==> src/rtl/sram_dp_march_bist.sv <==
// March C- BIST initiator for port A of the 64x36 dual-port SRAM wrapper.
// Sequences the six march elements back to back and records the first read mismatch.
module sram_dp_march_bist #(
  parameter int                ADDR_W     = 6,
  parameter int                DATA_W     = 36,
  parameter logic [DATA_W-1:0] BACKGROUND = '0
) (
  input  logic              CLKA,
  input  logic              reset_n,
  input  logic              scan_mode,
  input  logic              bist_start,
  output logic              bist_busy,
  output logic              bist_done,
  output logic              bist_fail,
  output logic [ADDR_W-1:0] fail_addr,
  output logic [2:0]        fail_elem,
  output logic              MEA,
  output logic              WEA,
  output logic [ADDR_W-1:0] ADRA,
  output logic [DATA_W-1:0] DA,
  input  logic [DATA_W-1:0] QA
);

  typedef enum logic [3:0] {
    S_IDLE, S_M0, S_M1, S_M2, S_M3, S_M4, S_M5, S_FLUSH, S_DONE
  } state_t;

  localparam logic [ADDR_W-1:0] ADDR_MAX = '1;

  state_t            state_q, state_d;
  logic [ADDR_W-1:0] addr_q, addr_d;
  logic              phase_q, phase_d;  // 1 = write half of a read/write pair
  logic              start_ok;
  logic              last_addr, pair_elem, active_d;
  logic [ADDR_W-1:0] step_addr;
  logic              mea_d, wea_d, busy_d, done_d;
  logic [ADDR_W-1:0] adra_d;
  logic [DATA_W-1:0] da_d;

  logic              rd_valid_q;
  logic [DATA_W-1:0] rd_exp_q;
  logic [ADDR_W-1:0] rd_addr_q;
  logic [2:0]        rd_elem_q;
  logic              mismatch;

  function automatic logic elem_up(state_t s);
    return (s == S_M0) || (s == S_M1) || (s == S_M2);
  endfunction

  function automatic state_t next_elem(state_t s);
    case (s)
      S_M0:    return S_M1;
      S_M1:    return S_M2;
      S_M2:    return S_M3;
      S_M3:    return S_M4;
      S_M4:    return S_M5;
      S_M5:    return S_FLUSH;
      default: return S_IDLE;
    endcase
  endfunction

  function automatic logic [2:0] elem_num(state_t s);
    case (s)
      S_M1:    return 3'd1;
      S_M2:    return 3'd2;
      S_M3:    return 3'd3;
      S_M4:    return 3'd4;
      S_M5:    return 3'd5;
      default: return 3'd0;
    endcase
  endfunction

  // Selects "1" data (~BACKGROUND) for the access; reads carry their expected value on DA.
  function automatic logic data_one(state_t s, logic we);
    case (s)
      S_M1, S_M3: return we;
      S_M2, S_M4: return !we;
      default:    return 1'b0;
    endcase
  endfunction

  // NOTE: every always_comb output gets a default first so no path can infer a latch.
  always_comb begin
    state_d   = state_q;
    addr_d    = addr_q;
    phase_d   = 1'b0;
    start_ok  = 1'b0;
    pair_elem = (state_q == S_M1) || (state_q == S_M2) ||
                (state_q == S_M3) || (state_q == S_M4);
    last_addr = elem_up(state_q) ? (addr_q == ADDR_MAX) : (addr_q == '0);
    step_addr = elem_up(state_q) ? addr_q + ADDR_W'(1) : addr_q - ADDR_W'(1);

    if (scan_mode) begin
      state_d = S_IDLE;
    end else begin
      case (state_q)
        S_IDLE, S_DONE: begin
          if (bist_start) begin
            start_ok = 1'b1;
            state_d  = S_M0;
            addr_d   = '0;
          end
        end
        S_M0, S_M1, S_M2, S_M3, S_M4, S_M5: begin
          if (pair_elem && !phase_q) begin
            phase_d = 1'b1;
          end else if (last_addr) begin
            state_d = next_elem(state_q);
            if (state_d != S_FLUSH) addr_d = elem_up(state_d) ? '0 : ADDR_MAX;
          end else begin
            addr_d = step_addr;
          end
        end
        S_FLUSH: state_d = S_DONE;
        default: state_d = S_IDLE;
      endcase
    end

    active_d = (state_d == S_M0) || (state_d == S_M1) || (state_d == S_M2) ||
               (state_d == S_M3) || (state_d == S_M4) || (state_d == S_M5);
    mea_d    = active_d;
    wea_d    = active_d && ((state_d == S_M0) || (pair_elem_next(state_d) && phase_d));
    adra_d   = active_d ? addr_d : ADRA;
    da_d     = active_d ? (data_one(state_d, wea_d) ? ~BACKGROUND : BACKGROUND) : DA;
    busy_d   = active_d || (state_d == S_FLUSH);
    done_d   = (state_d == S_DONE);
  end

  function automatic logic pair_elem_next(state_t s);
    return (s == S_M1) || (s == S_M2) || (s == S_M3) || (s == S_M4);
  endfunction

  // NOTE: sequential state uses non-blocking assignments so every register samples pre-edge values.
  always_ff @(posedge CLKA or negedge reset_n) begin
    if (!reset_n) begin
      state_q   <= S_IDLE;
      addr_q    <= '0;
      phase_q   <= 1'b0;
      MEA       <= 1'b0;
      WEA       <= 1'b0;
      ADRA      <= '0;
      DA        <= '0;
      bist_busy <= 1'b0;
      bist_done <= 1'b0;
    end else begin
      state_q   <= state_d;
      addr_q    <= addr_d;
      phase_q   <= phase_d;
      MEA       <= mea_d;
      WEA       <= wea_d;
      ADRA      <= adra_d;
      DA        <= da_d;
      bist_busy <= busy_d;
      bist_done <= done_d;
    end
  end

  // Read issued on the port is captured when the SRAM samples it; QA is compared one edge later.
  assign mismatch = rd_valid_q && (QA != rd_exp_q);

  always_ff @(posedge CLKA or negedge reset_n) begin
    if (!reset_n) begin
      rd_valid_q <= 1'b0;
      rd_exp_q   <= '0;
      rd_addr_q  <= '0;
      rd_elem_q  <= '0;
      bist_fail  <= 1'b0;
      fail_addr  <= '0;
      fail_elem  <= '0;
    end else begin
      rd_valid_q <= MEA && !WEA && !scan_mode;
      rd_exp_q   <= DA;
      rd_addr_q  <= ADRA;
      rd_elem_q  <= elem_num(state_q);
      if (start_ok) begin
        bist_fail <= 1'b0;
        fail_addr <= '0;
        fail_elem <= '0;
      end else if (mismatch && !scan_mode) begin
        bist_fail <= 1'b1;
        if (!bist_fail) begin
          fail_addr <= rd_addr_q;
          fail_elem <= rd_elem_q;
        end
      end
    end
  end

endmodule

==> config.mk <==
export PLATFORM = sky130hd
export DESIGN_NAME = sram_dp_march_bist
export DESIGN_NICKNAME = d
export VERILOG_FILES = /design/src/rtl/sram_dp_march_bist.sv
export SDC_FILE = /design/constraint.sdc
export NUM_CORES = 1
export LEC_CHECK = 0
export ABC_AREA = 0
export ABC_CLOCK_PERIOD_IN_PS = 2950
export BUFFER_PORTS_ARGS = -buffer_cell sky130_fd_sc_hd__buf_2
export CORE_MARGIN = 2
export CORE_UTILIZATION = 49
export CTS_CLUSTER_DIAMETER = 60
export CTS_CLUSTER_SIZE = 12
export DETAILED_ROUTE_END_ITERATION = 10
export PLACE_DENSITY = 0.83
export SLEW_MARGIN = 20
export SYNTH_ARGS = -nofsm -noshare
export SYNTH_HDL_FRONTEND = slang
export SYNTH_SLANG_ARGS = --single-unit
==> constraint.sdc <==
create_clock -name CLKA -period 2.95 [get_ports CLKA]
set_input_delay 0.1475 -clock CLKA [delete_from_list [all_inputs] [get_ports CLKA]]
set_output_delay 0.1475 -clock CLKA [all_outputs]
set_load 0.05 [all_outputs]
== Word-level counts from Yosys, hierarchy flattened ==
Index checks and enable logic that the tools add are counted.
Widths: inputs -> output; s select.

* Register bits after elaboration: 113

* Add/sub/neg operators: 2
* Reductions and logical operators: 36
* Mux-type cells: 36
* Eq/ne operators: 23

{| class="wikitable"
|+ Operators by type and width
! operator !! count
|-
| $mux 6 || 10
|-
| $mux 36 || 1
|-
| $ne 36x36->1 || 1
|-
| $eq 4x3->1 const B || 8
|-
| $mux 4 || 8
|-
| $eq 4x2->1 const B || 6
|-
| $pmux 3 s6 || 1
|-
| $logic_or 1x1->1 || 17
|-
| $pmux 3 s5 || 1
|-
| $eq 4x1->1 const B || 3
|-
| $pmux 4 s3 || 1
|-
| $pmux 6 s2 || 1
|-
| $mux 1 || 9
|-
| $mux 3 || 3
|-
| $eq 4x4->1 const B || 2
|-
| $logic_and 1x1->1 || 7
|-
| $add 6x1->6 const B || 1
|-
| $eq 6x6->1 const B || 1
|-
| $logic_not 6->1 || 1
|-
| $reduce_or 2->1 || 3
|-
| $reduce_or 6->1 || 1
|-
| $sub 6x1->6 const B || 1
|-
| $logic_not 1->1 || 4
|-
| $logic_not 4->1 || 1
|-
| 5 further kinds || 5
|}

== Longest topological paths before layout ==
Gate-level depths: netlist of run 1.

* Depth after elaboration: 22
* Depth in mapped cells: 10

== Worst setup path after synthesis of run 1 ==
Ideal clock, no wire load.

* Path type: register to register
* Start point: reg state_q[2]
* End point: reg ADRA[1]
* Period minus slack after synthesis: 2.435 ns
* Cell stages (with the launch flop): 8
* Path slack: 0.515 ns
* Arrival: 2.310 ns
* Required time: 2.825 ns
* Cells stage by stage: dfrtp_1 -> or2_4 -> o211a_1 -> o21ai_2 -> mux2_2 -> a31o_2 -> a21oi_4 -> mux2_2

* Longest elaborated chain between the ends: 16
* Elaborated cells between the ends (all ways): 52
* Classes of those cells: eq/ne: 18; mux: 18; reduce/logical: 16

{| class="wikitable"
|+ RTL lines
! item !! RTL line !! RTL
|-
| start: declaration || 30 || <nowiki>state_t state_q, state_d;</nowiki>
|-
| start signal: assignment || 146 || <nowiki>state_q <= state_d;</nowiki>
|-
| $eq 4x3->1 (tied with other cells) || 51, 96 ||
|-
| $pmux 3 s6 || 51 || <nowiki>case (s)</nowiki>
|-
| $mux 4 || 107 || <nowiki>end else if (last_addr) begin</nowiki>
|-
| $mux 4 || 105 || <nowiki>if (pair_elem && !phase_q) begin</nowiki>
|-
| $mux 4 || 96 || <nowiki>case (state_q)</nowiki>
|-
| $mux 4 || 93 || <nowiki>if (scan_mode) begin</nowiki>
|-
| $mux 4 || 107 ||
|-
| $mux 4 || 105 ||
|-
| $pmux 4 s3 * || 96 ||
|-
| $mux 4 * || 93 ||
|-
| $eq 4x1->1 or $eq 4x2->1 (tied branches) || 119 || <nowiki>active_d = (state_d == S_M0) || (state_d == S_M1) || (state_d == S_M2) ||</nowiki>
|-
| $logic_or 1x1->1 (3 in a row) || 119 ||
|-
| $logic_or 1x1->1 || 120 || <nowiki>(state_d == S_M3) || (state_d == S_M4) || (state_d == S_M5);</nowiki>
|-
| $logic_or 1x1->1 * || 120 ||
|-
| via active_d || 34 || <nowiki>logic last_addr, pair_elem, active_d;</nowiki>
|-
| end signal: assignment || 151 || <nowiki>ADRA <= adra_d;</nowiki>
|-
| end: declaration || 19 || <nowiki>output logic [ADDR_W-1:0] ADRA,</nowiki>
|}

Mark *: on every way through the listed nets, which the timed path passes. The rest lies on a longest branch. The select of a mux whose other input is x is not followed.
A chain may end at the register's enable or synchronous reset.

== Worst setup path after layout of run 1 ==
* Start point: reg state_q[1]
* End point: reg ADRA[3]

The elaborated chain is that of the path after synthesis.

==> flow_summary.toml, run 1 <==
[run_status]
status = "finished, violations left"
violated_checks = "negative hold slack"

[synth]
dominantRegCellSynth = "sky130_fd_sc_hd__dfrtp_1"
ys_seq_area_share_pct = 41.8
synthesis.area_per_instance_um2 = 9.19
mapped_cells = 280
async_flop_share_pct = 100
synth.top_cells.by_area = "sky130_fd_sc_hd__dfrtp_1 (42%), sky130_fd_sc_hd__buf_4 (11%), sky130_fd_sc_hd__nand3_1 (4.1%)"
synth_area_leader_cell = "sky130_fd_sc_hd__dfrtp_1"
synth_fp_nets = 325
post-synth-top-area-fraction_pct = 41.8
post_synth_most_frequent_cells = "sky130_fd_sc_hd__dfrtp_1 (43), sky130_fd_sc_hd__buf_4 (39), sky130_fd_sc_hd__nand2_1 (25)"
synth-edff-count = 0
synth_seq_cells = 43
mappedNetlistArea_mm2 = 0.00257
yosys_warnings = 0
count_leader_synth = "sky130_fd_sc_hd__dfrtp_1"
ys_types = 45

[critical_path]
crit_path_cell_trace = "nor2_1, o211a_1, o21ai_2, mux2_2, a31o_2, a21oi_4, mux2_2"
cell_count_along_the_critical_path = 7
setup.worst_path.class = "flop to flop"
critPathMaxStageDelay_ns = 0.59
critical_path.startpoint_type = "flop"
critical_path_required_ns = 3.13
timing.critical_path.to_type = "flop"
cp_top_family = "compound AO/OA/AOI/OAI gates"
critical-path-top-cell-by-count = "sky130_fd_sc_hd__mux2_2"
rr_startpoint = "state_q[1]"
ff2ff_path_depth = 7
worstPathArrival_ns = 2.88
timing.critical_path.fanout_max = 13
timing.critical_path.slowest_stage_cell = "sky130_fd_sc_hd__dfrtp_1"
critical_path.n_buffers_inverters = 0
setup.worst_path.start = "state_q[1]"

[timing]
finalHoldViolCount = 43
timing.fmax_ghz = 0.371
clock-skew-final_ns = 0.00874
setup_violators_final = 0
fin_ws_ns = 0.253
slew_viol_final = 0
timing.setup.tns_ns = 0
rsz_0062_raised_after_global_routing = "no"
post-route-period-util_pct = 91.4
worstMarginPinSlew_ns = 0.894
slew_headroom_pct = 40.4
hold_ws_ns = -0.0334
period_needed_ns = 2.70

[route]
route.detailed.vias_per_inst = 5.47
via_count = 2254
drt-pass1-iter-count = 5
finalWirelength_um = 5490
post_drt_wl_per_cell_um = 13.3
initialDrtViolationCount = 146
detail_route.drc_violations = 0
remaining_number_of_nets_flagged_by_the_antenna_check_after_routing = 0

[power_and_ir_drop]
cellLeakagePower_nw = 1.49
p_sw_share_pct = 56.5
power_density_mw_per_mm2 = 1230
combinationalPowerShare_pct = 61.9
p_int_w = 0.00157
net-switching-power_w = 0.00204
fraction_of_power_consumed_by_sequential_logic_pct = 25.7
power.share.clock_pct = 12.4
vdd_drop_max_mv = 0.616

[global_route]
wire_length_of_the_first_global_routing_pass_um = 9310
globalRoute.busiestLayer = "met2"
all_layer_global_routing_usage_pct = 19.4
gr-usage-met1_pct = 23.9
grt_antenna_before_repair = 0
global_route_met3_usage_pct = 4.50
grt-ovfl-total = 0
first_global_vias = 2080
global_route.usage.met2_pct = 33.7
largest_net_degree_at_the_start_of_global_routing = 44

[cts]
cts_setup_buffers = 0
clk_pin_slew_worst_paths_ns = 0.08
clock_buffer_count_from_cts = 5
worstSkewPairLatency_ns = 0.30
cts_buffer_depth = 2
clkSinkCount = 43
cts_resized = 0
tritoncts_clock_tree = "yes"
clock_tree.htree_level_count = 2
cts-root-buf = "sky130_fd_sc_hd__clkbuf_8"
postCtsHoldBufs = 0

[placed_design]
detailedPlacementHpwl_um = 4170
pre_cts_slack_ns = 0.302
dp_cells = 404
portBuffers = 95
gp_congestion = 0.937

[die]
die_area_mm2 = 0.00585
initial_utilization_pct = 50.7
num_ports = 96
placementRows = 26
fp.dieW_um = 76.5
core_area_mm2 = 0.00507
die-height_um = 76.5

[layout]
finish.cell_count_without_fillers = 412
fraction_of_final_layout_cells_sized_beyond_drive_strength_1_pct = 37.1
antenna_cells_inserted = 0
area_growth_pct = 14.6
utilization_pct = 58.1
final_net_count = 386
fillCellCount = 434

[hold_path]
worstHoldPathType = "input pin to async pin"

[job]
drv_cap = 0
==> sequential cells by signal (all words and copies together) (netlist names), 3 cells and up <==
| name | flops |
|---|---|
| rd_elem_q | 3 |
| fail_elem | 3 |
| addr_q | 6 |
| fail_addr | 6 |
| rd_addr_q | 6 |
| state_q | 4 |
| ADRA | 6 |
==> placed cells by master (no fill, tap or decap), types with 2 or more instances in the layout <==
cell type	count
sky130_fd_sc_hd__clkbuf_8	5
sky130_fd_sc_hd__xnor2_1	5
sky130_fd_sc_hd__a31oi_1	5
sky130_fd_sc_hd__dfrtp_1	43
sky130_fd_sc_hd__o22ai_1	4
sky130_fd_sc_hd__a21oi_1	9
sky130_fd_sc_hd__a21o_2	2
sky130_fd_sc_hd__or3_1	3
sky130_fd_sc_hd__xor2_1	4
sky130_fd_sc_hd__nor2_1	23
sky130_fd_sc_hd__o21ai_0	17
sky130_fd_sc_hd__o31ai_1	3
sky130_fd_sc_hd__or2_2	3
sky130_fd_sc_hd__nor4_1	6
sky130_fd_sc_hd__mux2_2	7
sky130_fd_sc_hd__nand4_1	5
sky130_fd_sc_hd__nand2_1	25
sky130_fd_sc_hd__a211oi_1	2
sky130_fd_sc_hd__nor3_1	10
sky130_fd_sc_hd__or4_1	3
sky130_fd_sc_hd__o211ai_1	2
sky130_fd_sc_hd__nor3b_1	2
sky130_fd_sc_hd__ha_1	4
sky130_fd_sc_hd__inv_1	6
sky130_fd_sc_hd__nand2b_1	4
sky130_fd_sc_hd__buf_2	95
sky130_fd_sc_hd__nand3_1	21
sky130_fd_sc_hd__buf_4	5
sky130_fd_sc_hd__nor2b_1	2
==> final cells by class <==
type	count	area, um^2	area share [%]
Tap cell	70	87.6	2.97
Clock buffer	5	68.8	2.33
Sequential cell	43	1080	36.5
Multi-Input combinational cell	185	1140	38.5
Clock inverter	3	43.8	1.49
Inverter	6	22.5	0.764
Timing Repair Buffer	100	513	17.4
==> worst paths after layout <==
path | end | slack, ns
setup / recovery | ADRA[3] | 0.25
setup reg to reg | ADRA[3] | 0.25
hold reg to reg | rd_addr_q[4] | 0.40
max in group asynchronous | state_q[1] | 2.42
hold / removal | fail_addr[2] | -0.03
min in group CLKA | rd_valid_q | 0.13
==> cells by family (layout without fill, tap and decap cells) <==
logic type	after synthesis	count (layout)	share of synthesized area (%)
and+or+nand+nor	111	111	21.7
AOI/OAI and AO/OA	53	53	13.6
buffers and inverters	52	114	14.0
DFF	43	43	41.8
xor gates and xnor gates	9	9	3.06
muxes	7	7	3.06
adders and majority gates	5	5	2.72
==> through the flow <==
| step | hold WS [ns] | cell area, um^2 | power [W] |
|---|---|---|---|
| final | -0.0334 | 2950 | 0.00361 |
| after global routing | 0.0480 | 2950 | 0.00381 |
| after CTS | 0.00159 | 2950 | 0.00363 |
| after detailed placement | 0.328 | 2840 | 0.00317 |
| after global placement | 0.321 | 2840 | 0.00313 |
| after floorplan | -0.148 | 2570 | 0.00303 |
==> worst reg2reg max path: stages (launching register included) <==
cell and delay, ns:
sky130_fd_sc_hd__dfrtp_1 0.59, sky130_fd_sc_hd__nor2_1 0.19, sky130_fd_sc_hd__o211a_1 0.32, sky130_fd_sc_hd__o21ai_2 0.19, sky130_fd_sc_hd__mux2_2 0.39, sky130_fd_sc_hd__a31o_2 0.24, sky130_fd_sc_hd__a21oi_4 0.29, sky130_fd_sc_hd__mux2_2 0.38
==> power groups by stage <==
stage                     Sequential (W)  Clock, W  Combinational (W)
after CTS                       0.000932  0.000458            0.00224
after floorplan                  0.00116         0            0.00187
after global routing            0.000966  0.000481            0.00236
after global placement          0.000932         0            0.00220
final                           0.000929  0.000450            0.00224
after detailed placement        0.000942         0            0.00223
==> layer usage <==
layer / routed length, um / vias up / share of wire (%)
met5: 0 / - / 0
li1: - / 1074 / -
met2: 2750 / 112 / 50
met3: 479 / 10 / 8.7
met4: 93 / 0 / 1.7
met1: 2160 / 1058 / 39
Power figures use the tool's default switching activity.
==> run 2, diff against run 1 <==
--- a/config.mk
+++ b/config.mk
@@ -7,3 +7,2 @@
 export LEC_CHECK = 0
-export ABC_AREA = 0
 export ABC_CLOCK_PERIOD_IN_PS = 2950
@@ -16,2 +15,3 @@
 export PLACE_DENSITY = 0.83
+export SETUP_SLACK_MARGIN = 0.1
 export SLEW_MARGIN = 20
--- a/constraint.sdc
+++ b/constraint.sdc
@@ -3,2 +3,2 @@
 set_output_delay 0.1475 -clock CLKA [all_outputs]
-set_load 0.05 [all_outputs]
+set_load 0.02 [all_outputs]
==> run 2 against run 1 <==
The run still ends with negative hold slack left. Wire length decreased by 0.46%. Sequential power about the same. Sequential share of layout area increased by 0.054 points. Critical endpoint unchanged. Largest cell class unchanged.
==> flow_summary.toml, run 2 (synthesis gave the netlist of run 1 again) <==
[run_status]
status = "finished, violations left"
violated_checks = "negative hold slack"

[timing]
worstMarginPinSlew_ns = 0.893
period_needed_ns = 2.64
post-route-period-util_pct = 89.5
timing.fmax_ghz = 0.379
finalHoldViolCount = 43
hold_ws_ns = -0.0334
slew_headroom_pct = 40.5
clock-skew-final_ns = 0.00866
slew_viol_final = 0
timing.setup.tns_ns = 0
setup_violators_final = 0
rsz_0062_raised_after_global_routing = "no"

[cts]
cts-root-buf = "sky130_fd_sc_hd__clkbuf_8"
cts_buffer_depth = 2
cts_setup_buffers = 0
clk_pin_slew_worst_paths_ns = 0.08
clock_tree.htree_level_count = 2
clkSinkCount = 43
clock_buffer_count_from_cts = 5
worstSkewPairLatency_ns = 0.30
tritoncts_clock_tree = "yes"

[placed_design]
detailedPlacementHpwl_um = 4170
portBuffers = 95
gp_congestion = 0.937

[die]
core_area_mm2 = 0.00507
num_ports = 96
die_area_mm2 = 0.00585
die-height_um = 76.5
fp.dieW_um = 76.5
placementRows = 26
initial_utilization_pct = 50.7

[global_route]
grt_antenna_before_repair = 0
wire_length_of_the_first_global_routing_pass_um = 9310
gr-usage-met1_pct = 23.9
global_route_met3_usage_pct = 4.50
first_global_vias = 2080
global_route.usage.met2_pct = 33.7
globalRoute.busiestLayer = "met2"
grt-ovfl-total = 0
largest_net_degree_at_the_start_of_global_routing = 44
all_layer_global_routing_usage_pct = 19.4

[route]
remaining_number_of_nets_flagged_by_the_antenna_check_after_routing = 0
via_count = 2245
drt-pass1-iter-count = 7
finalWirelength_um = 5470
route.detailed.vias_per_inst = 5.45
post_drt_wl_per_cell_um = 13.3
detail_route.drc_violations = 0
initialDrtViolationCount = 141

[critical_path]
critPathMaxStageDelay_ns = 0.49
timing.critical_path.to_type = "flop"
rr_startpoint = "addr_q[0]"
timing.critical_path.fanout_max = 8
critical-path-top-cell-by-count = "sky130_fd_sc_hd__mux2_2"
critical_path.startpoint_type = "flop"
worstPathArrival_ns = 2.82
setup.worst_path.class = "flop to flop"
cp_top_family = "compound AO/OA/AOI/OAI gates"
critical_path.n_buffers_inverters = 0
crit_path_cell_trace = "nor4_1, o211a_1, o21ai_2, mux2_2, a31o_2, a21oi_4, mux2_2"
critical_path_required_ns = 3.13
timing.critical_path.slowest_stage_cell = "sky130_fd_sc_hd__dfrtp_1"
setup.worst_path.start = "addr_q[0]"

[power_and_ir_drop]
cellLeakagePower_nw = 1.48
power_density_mw_per_mm2 = 980
vdd_drop_max_mv = 0.386

[layout]
area_growth_pct = 14.7
fillCellCount = 435
antenna_cells_inserted = 0
layout_common_cells = "sky130_fd_sc_hd__buf_2 (95), sky130_fd_sc_hd__dfrtp_1 (41), sky130_fd_sc_hd__nand2_1 (25)"
final_net_count = 386
multi_input_area_mm2 = 0.00114
leading_cell_type_in_the_layout_fill_and_taps_excluded = "sky130_fd_sc_hd__buf_2"
sequential_cell_area_in_the_final_layout_mm2 = 0.00108
fraction_of_final_layout_cells_sized_beyond_drive_strength_1_pct = 37.7

[job]
drv_cap = 0

[hold_path]
worstHoldPathType = "input pin to async pin"
==> run 2: cell types whose count changed in the layout (fill, tap and decap cells not counted) <==
cell / previous run / this run
sky130_fd_sc_hd__dfrtp_1: 43 / 41
sky130_fd_sc_hd__dfrtp_2: 0 / 2
==> run 2: through the flow <==
step | setup WS (ns) | total power (W) | area [um^2] | util (%) | std cells
6_report | 0.311 | 0.00289 | 2950 | 58.1 | 412
5_1_grt | 0.124 | 0.00309 | 2950 | 58.1 | 412
4_1_cts | 0.279 | 0.00290 | 2950 | 58.1 | 412
3_5_place_dp | 0.302 | 0.00245 | 2840 | 55.9 | 404
3_3_place_gp | 0.377 | 0.00241 | 2840 | 55.9 | 404
2_1_floorplan | 0.515 | 0.00230 | 2570 | - | 280
==> run 2: power by group <==
part	internal [W]	total, W	switching [W]
clock network	0.000252	0.000448	0.000196
registers	0.000749	0.000930	0.000181
logic	0.000572	0.00151	0.000942
total	0.00157	0.00289	0.00132
==> run 2: worst paths after layout <==
| check | end | slack (ns) | cells after the start |
|---|---|---|---|
| worst min register to register | rd_addr_q[5] | 0.40 | 0 |
| worst max-delay path | ADRA[3] | 0.31 | 7 |
| min in group CLKA | rd_valid_q | 0.14 | 2 |
| worst min-delay path | fail_addr[2] | -0.03 | 1 |
| worst max register to register | ADRA[3] | 0.31 | 7 |
| max in group asynchronous | state_q[2] | 2.36 | 1 |
==> run 2: timing repair <==
action / in CTS / in global routing
hold buffers: 0 / 0
endpoints found under the setup margin: 0 / 1
hold endpoints to repair: 0 / 0
gates resized for setup: 0 / 2
==> run 2: metal layers <==
| metal | wire length, um | vias to the layer above |
|---|---|---|
| met1 | 2200 | 1052 |
| met2 | 2710 | 110 |
| met5 | 0 | - |
| met4 | 109 | 0 |
| met3 | 453 | 12 |
| li1 | - | 1071 |
==> run 2: cell type report <==
class / count / share of cell area [%]
sequential: 43 / 36.6
tap: 70 / 2.97
clock buffer: 5 / 2.33
inverter: 6 / 0.763
multi-input combinational: 185 / 38.5
timing repair buffer: 100 / 17.4
clock inverter: 3 / 1.48
